===== src/rtl/factor_pkg.sv =====
// Shared definitions for the factorization quiz round logic:
// state encoding, prime table and default widths.
package factor_pkg;

  localparam int         QW_DEF      = 10;
  localparam logic [1:0] HP_INIT_DEF = 2'd3;

  typedef enum logic [2:0] {
    S_IDLE   = 3'd0,
    S_ARMED  = 3'd1,
    S_LOAD   = 3'd2,
    S_WAIT   = 3'd3,
    S_CHECK  = 3'd4,
    S_UPDATE = 3'd5,
    S_SOLVED = 3'd6,
    S_OVER   = 3'd7
  } state_t;

  function automatic logic [4:0] prime_of(input logic [2:0] idx);
    logic [4:0] p;
    case (idx)
      3'd0:    p = 5'd2;
      3'd1:    p = 5'd3;
      3'd2:    p = 5'd5;
      3'd3:    p = 5'd7;
      3'd4:    p = 5'd11;
      3'd5:    p = 5'd13;
      3'd6:    p = 5'd17;
      default: p = 5'd19;
    endcase
    return p;
  endfunction

endpackage


===== src/rtl/factor_div_check.sv =====
// Repeated-subtraction divider: one subtraction per cycle, then a final
// cycle that reports divisibility. A new start always restarts it.
module factor_div_check
  import factor_pkg::*;
#(
  parameter int QW = QW_DEF
) (
  input  logic          clk,
  input  logic          rst_n,
  input  logic          start,
  input  logic [QW-1:0] dividend,
  input  logic [4:0]    divisor,
  output logic          done,
  output logic          divisible,
  output logic [QW-1:0] quot
);

  logic [QW-1:0] rem_reg;
  logic [QW-1:0] quot_reg;
  logic          busy_reg;
  logic          done_reg;
  logic          divisible_reg;
  logic [QW-1:0] divisor_ext;

  assign divisor_ext = {{(QW-5){1'b0}}, divisor};

  always_ff @(posedge clk or negedge rst_n) begin
    if (!rst_n) begin
      rem_reg       <= '0;
      quot_reg      <= '0;
      busy_reg      <= 1'b0;
      done_reg      <= 1'b0;
      divisible_reg <= 1'b0;
    end else begin
      done_reg <= 1'b0;
      if (start) begin
        rem_reg       <= dividend;
        quot_reg      <= '0;
        busy_reg      <= 1'b1;
        divisible_reg <= 1'b0;
      end else if (busy_reg) begin
        // A zero divisor falls straight through to "not divisible".
        if (divisor != 5'd0 && rem_reg >= divisor_ext) begin
          rem_reg  <= rem_reg - divisor_ext;
          quot_reg <= quot_reg + 1'b1;
        end else begin
          busy_reg      <= 1'b0;
          done_reg      <= 1'b1;
          divisible_reg <= (rem_reg == '0);
        end
      end
    end
  end

  assign done      = done_reg;
  assign divisible = divisible_reg;
  assign quot      = quot_reg;

endmodule


===== src/rtl/factor_round_ctrl.sv =====
// Round sequencer for the factorization quiz: fetches a question, checks
// player-selected primes against the running quotient, tracks hit points.
module factor_round_ctrl
  import factor_pkg::*;
#(
  parameter int         QW      = QW_DEF,
  parameter logic [1:0] HP_INIT = HP_INIT_DEF
) (
  input  logic          clk,
  input  logic          rst_n,
  input  logic          ready,
  input  logic          que,
  input  logic [2:0]    sel,
  input  logic          dec,
  input  logic          clr,
  input  logic [QW-1:0] q_num,
  output logic          q_req,
  output logic [QW-1:0] cur,
  output logic [4:0]    last_p,
  output logic [1:0]    hp,
  output logic [2:0]    state,
  output logic          led,
  output logic          miss
);

  state_t        state_reg;
  logic [QW-1:0] cur_reg;
  logic [4:0]    last_p_reg;
  logic [4:0]    p_reg;
  logic [1:0]    hp_reg;
  logic          led_reg;
  logic          miss_reg;
  logic          q_req_reg;
  logic          refetch_reg;
  logic          start_reg;
  logic          que_d_reg;
  logic          dec_d_reg;

  logic          que_rise;
  logic          dec_rise;
  logic          div_done;
  logic          div_divisible;
  logic [QW-1:0] div_quot;

  assign que_rise = que & ~que_d_reg;
  assign dec_rise = dec & ~dec_d_reg;

  factor_div_check #(.QW(QW)) u_div (
    .clk       (clk),
    .rst_n     (rst_n),
    .start     (start_reg),
    .dividend  (cur_reg),
    .divisor   (p_reg),
    .done      (div_done),
    .divisible (div_divisible),
    .quot      (div_quot)
  );

  always_ff @(posedge clk or negedge rst_n) begin
    if (!rst_n) begin
      state_reg   <= S_IDLE;
      cur_reg     <= '0;
      last_p_reg  <= '0;
      p_reg       <= '0;
      hp_reg      <= HP_INIT;
      led_reg     <= 1'b0;
      miss_reg    <= 1'b0;
      q_req_reg   <= 1'b0;
      refetch_reg <= 1'b0;
      start_reg   <= 1'b0;
      que_d_reg   <= 1'b0;
      dec_d_reg   <= 1'b0;
    end else begin
      que_d_reg <= que;
      dec_d_reg <= dec;
      q_req_reg <= 1'b0;
      miss_reg  <= 1'b0;
      start_reg <= 1'b0;
      if (clr) begin
        state_reg   <= S_IDLE;
        hp_reg      <= HP_INIT;
        cur_reg     <= '0;
        last_p_reg  <= '0;
        led_reg     <= 1'b0;
        refetch_reg <= 1'b0;
      end else if (!ready && state_reg != S_IDLE) begin
        state_reg   <= S_IDLE;
        led_reg     <= 1'b0;
        refetch_reg <= 1'b0;
      end else if (!que && state_reg inside {S_LOAD, S_WAIT, S_CHECK, S_UPDATE}) begin
        // Abort: any division still running is left to finish unobserved.
        state_reg   <= S_ARMED;
        refetch_reg <= 1'b0;
      end else begin
        case (state_reg)
          S_IDLE: if (ready) state_reg <= S_ARMED;
          S_ARMED: begin
            if (que && (que_rise || refetch_reg)) begin
              q_req_reg   <= 1'b1;
              refetch_reg <= 1'b0;
              state_reg   <= S_LOAD;
            end else if (!que) begin
              refetch_reg <= 1'b0;
            end
          end
          S_LOAD: begin
            cur_reg    <= q_num;
            last_p_reg <= '0;
            if (q_num < QW'(2)) begin
              refetch_reg <= 1'b1;
              state_reg   <= S_ARMED;
            end else begin
              state_reg <= S_WAIT;
            end
          end
          S_WAIT: begin
            if (dec_rise) begin
              p_reg     <= prime_of(sel);
              start_reg <= 1'b1;
              state_reg <= S_CHECK;
            end
          end
          S_CHECK: if (div_done) state_reg <= S_UPDATE;
          S_UPDATE: begin
            if (div_divisible) begin
              cur_reg    <= div_quot;
              last_p_reg <= p_reg;
              if (div_quot == QW'(1)) begin
                led_reg   <= 1'b1;
                state_reg <= S_SOLVED;
              end else begin
                state_reg <= S_WAIT;
              end
            end else begin
              miss_reg <= 1'b1;
              // Saturate at zero so a round entered with no HP still ends in OVER.
              if (hp_reg <= 2'd1) begin
                hp_reg    <= 2'd0;
                state_reg <= S_OVER;
              end else begin
                hp_reg    <= hp_reg - 2'd1;
                state_reg <= S_WAIT;
              end
            end
          end
          S_SOLVED: begin
            if (!que) begin
              led_reg   <= 1'b0;
              state_reg <= S_ARMED;
            end
          end
          S_OVER:  hp_reg <= 2'd0;
          default: state_reg <= S_IDLE;
        endcase
      end
    end
  end

  assign q_req  = q_req_reg;
  assign cur    = cur_reg;
  assign last_p = last_p_reg;
  assign hp     = hp_reg;
  assign state  = state_reg;
  assign led    = led_reg;
  assign miss   = miss_reg;

endmodule


===== config.mk =====
export PLATFORM = sky130hd
export DESIGN_NAME = factor_round_ctrl
export DESIGN_NICKNAME = d
export VERILOG_FILES = /design/src/rtl/factor_pkg.sv /design/src/rtl/factor_div_check.sv /design/src/rtl/factor_round_ctrl.sv
export SDC_FILE = /design/constraint.sdc
export NUM_CORES = 1
export LEC_CHECK = 0
export CAP_MARGIN = 20
export CORE_ASPECT_RATIO = 1.75
export CORE_MARGIN = 8
export CORE_UTILIZATION = 50
export DETAILED_ROUTE_END_ITERATION = 10
export GPL_TIMING_DRIVEN = 0
export MAX_ROUTING_LAYER = met4
export PLACE_DENSITY = 0.74
export SLEW_MARGIN = 20
export SYNTH_ARGS = -nofsm -noshare
export SYNTH_HDL_FRONTEND = slang
export SYNTH_SLANG_ARGS = --single-unit

===== constraint.sdc =====
create_clock -name clk -period 3.4 [get_ports clk]
set_clock_uncertainty 0.1 [all_clocks]
set_input_delay 0.34 -clock clk [delete_from_list [all_inputs] [get_ports clk]]
set_output_delay 0.34 -clock clk [all_outputs]
set_load 0.01 [all_outputs]

==> results.md <==
* Crit path capture type: flip-flop
* Clock group share of total power at 18.0%
* Total Routing Usage GR at 20.8%
* I/O pin total at 42
* DP Wirelength at 6.60 mm
* Sum of negative setup slack at 0 ns
* Maximum level of the CTS H-tree at 2
* Area Overhead vs Synth at 19.4%
* Die area at 9150 sq um
* Maximum ir drop on the vdd rail at 0.412 mV
* Worst-skew pair later-pin latency at 0.31 ns
* Fmax at 350 MHz
* Tightest Hold Check Type: input port to flip-flop
* Number of buffer cells added on primary ports at 40
* Net count after synthesis at 370
* Count of TritonRoute iterations in the first routing pass at 4
* Cell Pwr Density at 583 nW/um^2
* Master cell of the clock root buffer: clkbuf_8
* Placeable core area at 6130 sq um
* Share of cells above drive strength 1 at 5.61%
* Net Sw Power at 0.000840 W
* Number of buffers on the longest clock path at 2
* Post-detailed-placement cell area at 3630 sq um
* Net total in the final layout at 418
* Top library cells by usage in the layout, fill and taps aside: dfrtp_1 (53), nand2_1 (41), clkdlybuf4s50_1 (39)
* Unrepaired setup endpoints after global routing: no
* Detailed Route Iter0 Violations at 241
* Area of all placed cells without fillers at 3740 sq um
* Total clock sinks at 55
* Die extent in x at 75.8 microns
* Overall via count from detail_route at 2854
* Switching part of the total power at 38.6%
* Logic pwr share at 41.4%
* Global placer's final weighted congestion at 0.967
* Fraction of post-synthesis cell area in the top cell type by area at 42.4%
* Vertical die dimension at 121 microns
* Relative contribution of sequential cells to total power at 40.6%
* Total clock buffers created by CTS at 5
* Flip-flop and latch count after synthesis at 55
* Wire length of the first global-routing pass at 14.3 mm
* Slew at the pin closest to its max-slew limit at 0.962 ns
* Final Cycle Share at 84.0%
* Antenna violations before repair at 0
* Post-detailed-route via-to-cell ratio at 6.05
* Vias in the first global route at 2953
* Effective utilization at floorplan at 51.0%
* Top cell type by total area after synthesis: dfrtp_1
* Number of setup violations in the final report at 0
* Sequential fraction of the synthesis area at 44.1%
* Data required time at the worst endpoint at 3.54 ns
* Most used flip-flop cell after synthesis: dfrtp_1
* Worst-case register-to-register setup slack at 0.54 ns
* Syn Std Cell Area at 3130 sq um
* Clock tree from TritonCTS: built
* Shortest period the worst path allows at 2.86 ns
* Count of mapped cells out of synthesis at 343
* Hold Violations, Final at 0
* Slew margin rel. at 35.4%
* Std-Cell Rows at 38
* Largest net degree at the start of global routing at 56
* Cell internal pwr at 0.00134 W
* Library cells used by synthesis at 58
* Leading post-synthesis cells by cell area: dfrtp_1 (42%), o21ai_0 (5.1%), nand2_1 (4.9%)
* Most frequent standard cell in the layout excluding fill and tap cells: dfrtp_1
* Detailed-route DRC error count at 0
* Post-CTS Resized at 0
* Drt wl/cell at 18.4 microns
* Biggest fanout along the worst timing path at 10
* Critical path type: flip-flop to flip-flop
* Pins over their slew limit at 0
* Max-capacitance violation count at 0
* Total number of yosys warnings at 0
* Fraction of registers with async set/reset at 100%
* Run status: completed
* Clock-pin slew on the worst setup and hold paths at 0.11 ns
* Mean Syn Cell Area at 9.12 sq um
* Remaining global-route overflow at 0
* Number of synthesized flops with an enable pin at 0
* Total wire length at 8.67 mm
* Worst Setup Start Kind: flip-flop
* Diodes inserted at 0
* Number of antenna-violating nets in the routed design at 0
* Leakage power at 1.54 nW
* Data arrival time at the worst-slack endpoint at 3.00 ns
-- synthesized netlist by cell type, types with 4 or more instances --
cell type	count
nor2_1	22
a21o_1	5
nor3_1	5
o31ai_1	4
nand3_1	9
a22oi_1	11
o41ai_1	4
dfrtp_1	53
ha_1	7
a21oi_1	18
nand2b_1	5
nand2_1	41
or3_1	8
inv_1	17
o21ai_0	32
o211ai_1	4
nor2b_1	7
mux2i_1	5
nor4_1	4
clkbuf_1	18
or4_1	6
-- routing by layer --
| layer | global-route usage (%) | part of all wire (%) | up-vias |
|---|---|---|---|
| met5 | - | 0 | - |
| met3 | 2.24 | 3.1 | 34 |
| met2 | 33.9 | 54 | 75 |
| met4 | 11.6 | 4.6 | 0 |
| met1 | 23.8 | 39 | 1386 |
| li1 | - | - | 1359 |
-- power groups by stage --
stage / clock network (W) / logic, W / registers, W
finish: 0.000393 / 0.000903 / 0.000884
floorplan: 0 / 0.000568 / 0.000887
global route: 0.000420 / 0.000999 / 0.000900
detailed placement: 0 / 0.000899 / 0.000897
global placement: 0 / 0.000897 / 0.000895
CTS: 0.000400 / 0.000904 / 0.000885
-- stage by stage --
| stage | util (%) | hold slack [ns] | std cells | setup WS, ns | power [W] |
|---|---|---|---|---|---|
| final | 60.9 | 0.388 | 472 | 0.543 | 0.00218 |
| after detailed placement | 59.1 | 0.334 | 463 | 0.483 | 0.00180 |
| after CTS | 60.9 | 0.392 | 472 | 0.523 | 0.00219 |
| after global routing | 60.9 | 0.406 | 472 | 0.377 | 0.00232 |
| after global placement | 59.2 | 0.378 | 463 | 0.157 | 0.00179 |
| after floorplan | - | -0.0556 | 343 | 0.795 | 0.00146 |
-- cells by family after synthesis --
kind of cell             count (synthesis)  share of synthesized area (%)
flip-flops                              55                           44.1
adder cells (fa/ha/maj)                  8                           3.44
AND/OR/NAND/NOR                        126                           21.2
multiplexers                             6                           1.96
AO/OA/AOI/OAI                          107                           23.4
buffers and inverters                   38                           5.16
XOR/XNOR                                 3                          0.840
-- worst paths after layout --
check | start | end | depth (start not counted)
setup / recovery | p_reg[0] | u_div.rem_reg[6] | 8
hold / removal | que | que_d_reg | 1
setup reg to reg | p_reg[0] | u_div.rem_reg[6] | 8
hold reg to reg | hp[0] | hp[0] | 2
max in group asynchronous | rst_n | q_req | 2
min in group asynchronous | rst_n | state[2] | 2
-- cell type report --
class	instances	area (sq um)
well taps	80	100
fillers	535	2400
inverters	17	63.8
flip-flops and latches	55	1380
clock buffers	6	82.6
repair buffers	41	408
multi-input cells	250	1590
plain buffers	21	97.6
clock inverters	2	16.3
-- repair_timing --
item,CTS,global route
hold buffers,1,0
endpoints found under the hold margin,31,0
setup buffers,0,0
-- critical path: stages, from the launching register on --
cell	delay [ns]
dfrtp_1	0.44
ha_1	0.24
fa_1	0.41
nor2b_1	0.21
o31ai_1	0.16
a21o_2	0.23
buf_4	0.17
or4b_2	0.63
a31oi_1	0.18
(Power assumes the default switching activity.)
==> edit 1, RTL diff (config.mk and constraints unchanged) <==
`QW_DEF`: 10 -> 20.
--- a/src/rtl/factor_pkg.sv
+++ b/src/rtl/factor_pkg.sv
@@ -4,3 +4,3 @@
 
-  localparam int         QW_DEF      = 10;
+  localparam int         QW_DEF      = 20;
   localparam logic [1:0] HP_INIT_DEF = 2'd3;
Interface: changed (resized cur and q_num); port bits go from 42 to 62. The function was not compared with the original's and may differ.
==> edit 1 against the unedited design <==
Routed wire length increased by 56%. Setup slack got worse by 180 ps. Critical path type unchanged. Area after synthesis is 54% higher. Critical path depth down 1. Maximum frequency shrank 6.0%. Via count grew 52%. Sequential cell count up 30. Total power rose by 68%. First-iteration DRC count grew 24%. Cell area up 57%. Highest routed layer unchanged.
==> edit 1: results <==
export IMPL_n_all_inverters=15
export IMPL_drt_initial_drc_count=298
export IMPL_via_count=4347
export IMPL_drive_above_1_share=0.05691
export IMPL_seq_share=0.3631
export IMPL_synthAdderAreaFrac=0.02240
export IMPL_status="finished clean"
export IMPL_wl_met3_um=528
export IMPL_num_multi_input_gates=402
export IMPL_grtUsageMet1=0.2362
export IMPL_rrSetupSlack_ps=360
export IMPL_worstPathArrival_ps=3150
export IMPL_maxSlewHeadroom=0.3880
export IMPL_seq_area_frac_synth=0.4432
export IMPL_num_fill_cells=821
export IMPL_slowest_delay_ps=730
export IMPL_fin_nets=647
export IMPL_wl_met1_um=5389
export IMPL_multiInputGateArea_mm2=0.002482
export IMPL_cts_made_buffers=9
export IMPL_firstDrtPassIters=7
export IMPL_clkCellAreaFrac=0.04587
export IMPL_hold_path_end="last_p[4]"
export IMPL_critPathSlowestCell="o21ai_0"
export IMPL_clock_tree_root_cell="clkbuf_16"
export IMPL_min_delay_start="last_p[4]"
export IMPL_min_path_type="register to register"
export IMPL_p_switching_uw=1462
export IMPL_wire_per_inst_um=18.39
export IMPL_clkSinkCount=85
export IMPL_async_flop_share=1.000
export IMPL_h_tree_depth=3
export IMPL_synth_compound_area_frac=0.1328
export IMPL_grt_max_degree=47
export IMPL_hold_path_depth=2
export IMPL_io_buffers=61
export IMPL_cp_top_family="buffers and inverters"
export IMPL_syn_nets=573
export IMPL_synthTopCellsByCount="dfrtp_1, nand2_1, o21ai_0, nor2_1"
export IMPL_signal_buffers=97
export IMPL_switching_share=0.4003
export IMPL_grt_pass1_vias=4437
export IMPL_place_gp_congestion=0.9313
export IMPL_worstReg2RegEnd="u_div.quot[4]"
export IMPL_yosys_top_cells_area="dfrtp_1, xnor2_1, nand2_1"
export IMPL_muxShareOfSynthArea=0.04661
export IMPL_power_share_sequential=0.342
export IMPL_grt_use_met3=0.02841
export IMPL_nClkBuffers=11
export IMPL_ys_types=51
export IMPL_gr_usage_met2=0.3682
export IMPL_nonClkBufAreaFrac=0.1321
export IMPL_clk_pin_slew_ps=60
export IMPL_reg2regPathDepth=7
export IMPL_peakVddDrop_mv=0.3315
export IMPL_synth_xor_area_share=0.06198
export IMPL_wl_met2_um=7058
export IMPL_powerComb_uw=1480
export IMPL_grt_total_usage=0.2164
[edit 1: changes by cell type in the layout (fill, tap and decap cells not counted), sizes merged, moves of 10 or more]
cell	unedited run	this run
a22oi	11	0
clkbuf	24	34
clkdlybuf4s50	39	60
dfrtp	53	83
mux2i	5	19
nand2	41	72
nand3	9	19
nor2	22	38
nor3	6	24
nor4	4	32
o21ai	32	43
o31ai	4	21
xnor2	3	32
[edit 1: per-stage QoR]
| step | hold slack (ps) | instance area, µm² | std cells | worst slack, ps |
|---|---|---|---|---|
| finish | 383.9 | 5864 | 737 | 361.1 |
| global route | 391.3 | 5864 | 737 | 217.0 |
| CTS | 384.6 | 5864 | 737 | 405.2 |
| detailed placement | 297.7 | 5585 | 720 | 423.3 |
| global placement | 361.0 | 5568 | 719 | -1176 |
| floorplan | -55.59 | 4805 | 536 | 1015 |
[edit 1: tightest hold or removal path: stages, from the launching register on]
cell and delay, ps:
dfrtp_1 340, nand2_1 40, o21ai_0 60
==> edit 2, RTL diff (same flow settings) <==
Without the edit above. Put one more register stage on the output `led`, without a reset. The value now appears one clock later. The other outputs are not delayed to match.
--- a/src/rtl/factor_round_ctrl.sv
+++ b/src/rtl/factor_round_ctrl.sv
@@ -163,3 +163,5 @@
   assign state  = state_reg;
-  assign led    = led_reg;
+  always_ff @(posedge clk) begin
+    led <= led_reg;
+  end
   assign miss   = miss_reg;
Check against the original RTL: no difference found for any inputs over 4 cycles, from zero or initial values and one cycle with rst_n low; that may be too few to reach the edited logic, so the function may still have changed.
==> edit 2 against the unedited design <==
Critical endpoint is now u_div.quot[9]. Clock power rose by 23%. Routed wire length did not move. Total power fell by 5.3%. Area after synthesis did not move. Setup slack improved by 190 ps. Combinational power fell by 19%. Maximum frequency rose by 7.2%. Sequential cell count rose by 1. Die area did not move. Sequential share of layout area rose by 0.36 points. Synthesized cell count rose by 0.58%. Cell area rose by 0.47%.
==> edit 2: results <==
export IMPL_yosys_top_cells_area="dfrtp_1, nand2_1, o21ai_0"
export IMPL_avgViaCountPerCell=6.131
export IMPL_io_buffers=39
export IMPL_slowest_delay_ps=500
export IMPL_cts_resized=0
export IMPL_yosysWarnings=0
export IMPL_status="finished clean"
export IMPL_grt_use_met3=0.02736
export IMPL_maxSlewHeadroom=0.3097
export IMPL_drt_initial_drc_count=157
export IMPL_place_gp_congestion=0.9207
export IMPL_path_max_fanout=9
export IMPL_cp_top_family="simple AND/OR/NAND/NOR gates"
export IMPL_wl_met1_um=3414
export IMPL_leakage_uw=0.001547
export IMPL_clock_tree_root_cell="clkbuf_8"
export IMPL_dp_slack_ps=788.1
export IMPL_insertion_delay_ps=320
export IMPL_wl_met3_um=308
export IMPL_grt_total_usage=0.2060
export IMPL_fin_nets=419
export IMPL_h_tree_depth=2
export IMPL_min_path_type="register to register"
export IMPL_grt_max_degree=56
export IMPL_route_top_layer_used="met4"
export IMPL_gr_usage_met2=0.3441
export IMPL_cts_hold_buf=1
export IMPL_grt_pass1_wl_um=14130
export IMPL_cts_buffer_depth=2
export IMPL_grt_pass1_vias=2873
export IMPL_seq_area_frac_synth=0.4470
export IMPL_wl_met2_um=4691
export IMPL_num_fill_cells=546
export IMPL_ys_types=63
export IMPL_wirelength_um=8668
export IMPL_cts_made_buffers=5
export IMPL_firstDrtPassIters=4
export IMPL_antenna_found_initial=0
export IMPL_start_util=0.5102
export IMPL_placed_area_mm2=0.003617
export IMPL_ys_flop_type="dfrtp_1"
export IMPL_hpwl_um=6582
export IMPL_critPathSlowestCell="or4_1"
export IMPL_synthTopCellsByCount="dfrtp_1, nand2_1, o21ai_0, nor2_1, a21oi_1"
export IMPL_syn_nets=372
export IMPL_clk_pin_slew_ps=100
export IMPL_worstPathArrival_ps=2800
export IMPL_peakVddDrop_mv=0.3490
export IMPL_post_cts_repair_setup_buffers=0
export IMPL_async_flop_share=0.9821
export IMPL_insertedDiodeCount=0
export IMPL_drive_above_1_share=0.04326
export IMPL_grtUsageMet1=0.2279
edit 2: cell type report:
class                   count  area [µm²]  share of cell area
clock inverters             1       30.03            0.008000
well taps                  80       100.1             0.02667
clock buffers               7       96.34             0.02567
multi-input cells         255        1595              0.4250
inverters                  18       67.56             0.01800
flip-flops and latches     56        1399              0.3727
plain buffers              16       67.56             0.01800
repair buffers             40       397.9              0.1060
edit 2: final timing paths:
| path | depth (start not counted) | slack (ps) | to | from |
|---|---|---|---|---|
| worst min register to register | 0 | 270 | led | led_reg |
| min in group asynchronous | 2 | 500 | last_p[4] | rst_n |
| worst max register to register | 7 | 730 | u_div.quot[9] | p_reg[0] |
| worst max-delay path | 7 | 730 | u_div.quot[9] | p_reg[0] |
| worst min-delay path | 0 | 270 | led | led_reg |
| max in group asynchronous | 2 | 2230 | u_div.quot[6] | rst_n |
edit 2: report_power, final:
part	switching (µW)	internal, µW	leakage (µW)
combinational	413	319	0.000752
clock	223	260	0.0000645
sequential	91.6	756	0.000731
edit 2: cells by family (layout without fill, tap and decap cells):
| group | Yosys count | after routing | share of synthesized area |
|---|---|---|---|
| multiplexers | 4 | 4 | 0.01319 |
| flip-flops | 56 | 56 | 0.4470 |
| AND/OR/NAND/NOR | 128 | 128 | 0.2103 |
| adder cells (fa/ha/maj) | 8 | 8 | 0.03439 |
| buffers and inverters | 34 | 82 | 0.04318 |
| XOR/XNOR | 5 | 5 | 0.01399 |
| AO/OA/AOI/OAI | 110 | 110 | 0.2379 |
edit 2: stage by stage:
| step | instances | utilization |
|---|---|---|
| CTS | 473 | 0.6120 |
| detailed placement | 464 | 0.5898 |
| global placement | 464 | 0.5902 |
| global route | 473 | 0.6120 |
| floorplan | 345 | - |
| finish | 473 | 0.6120 |
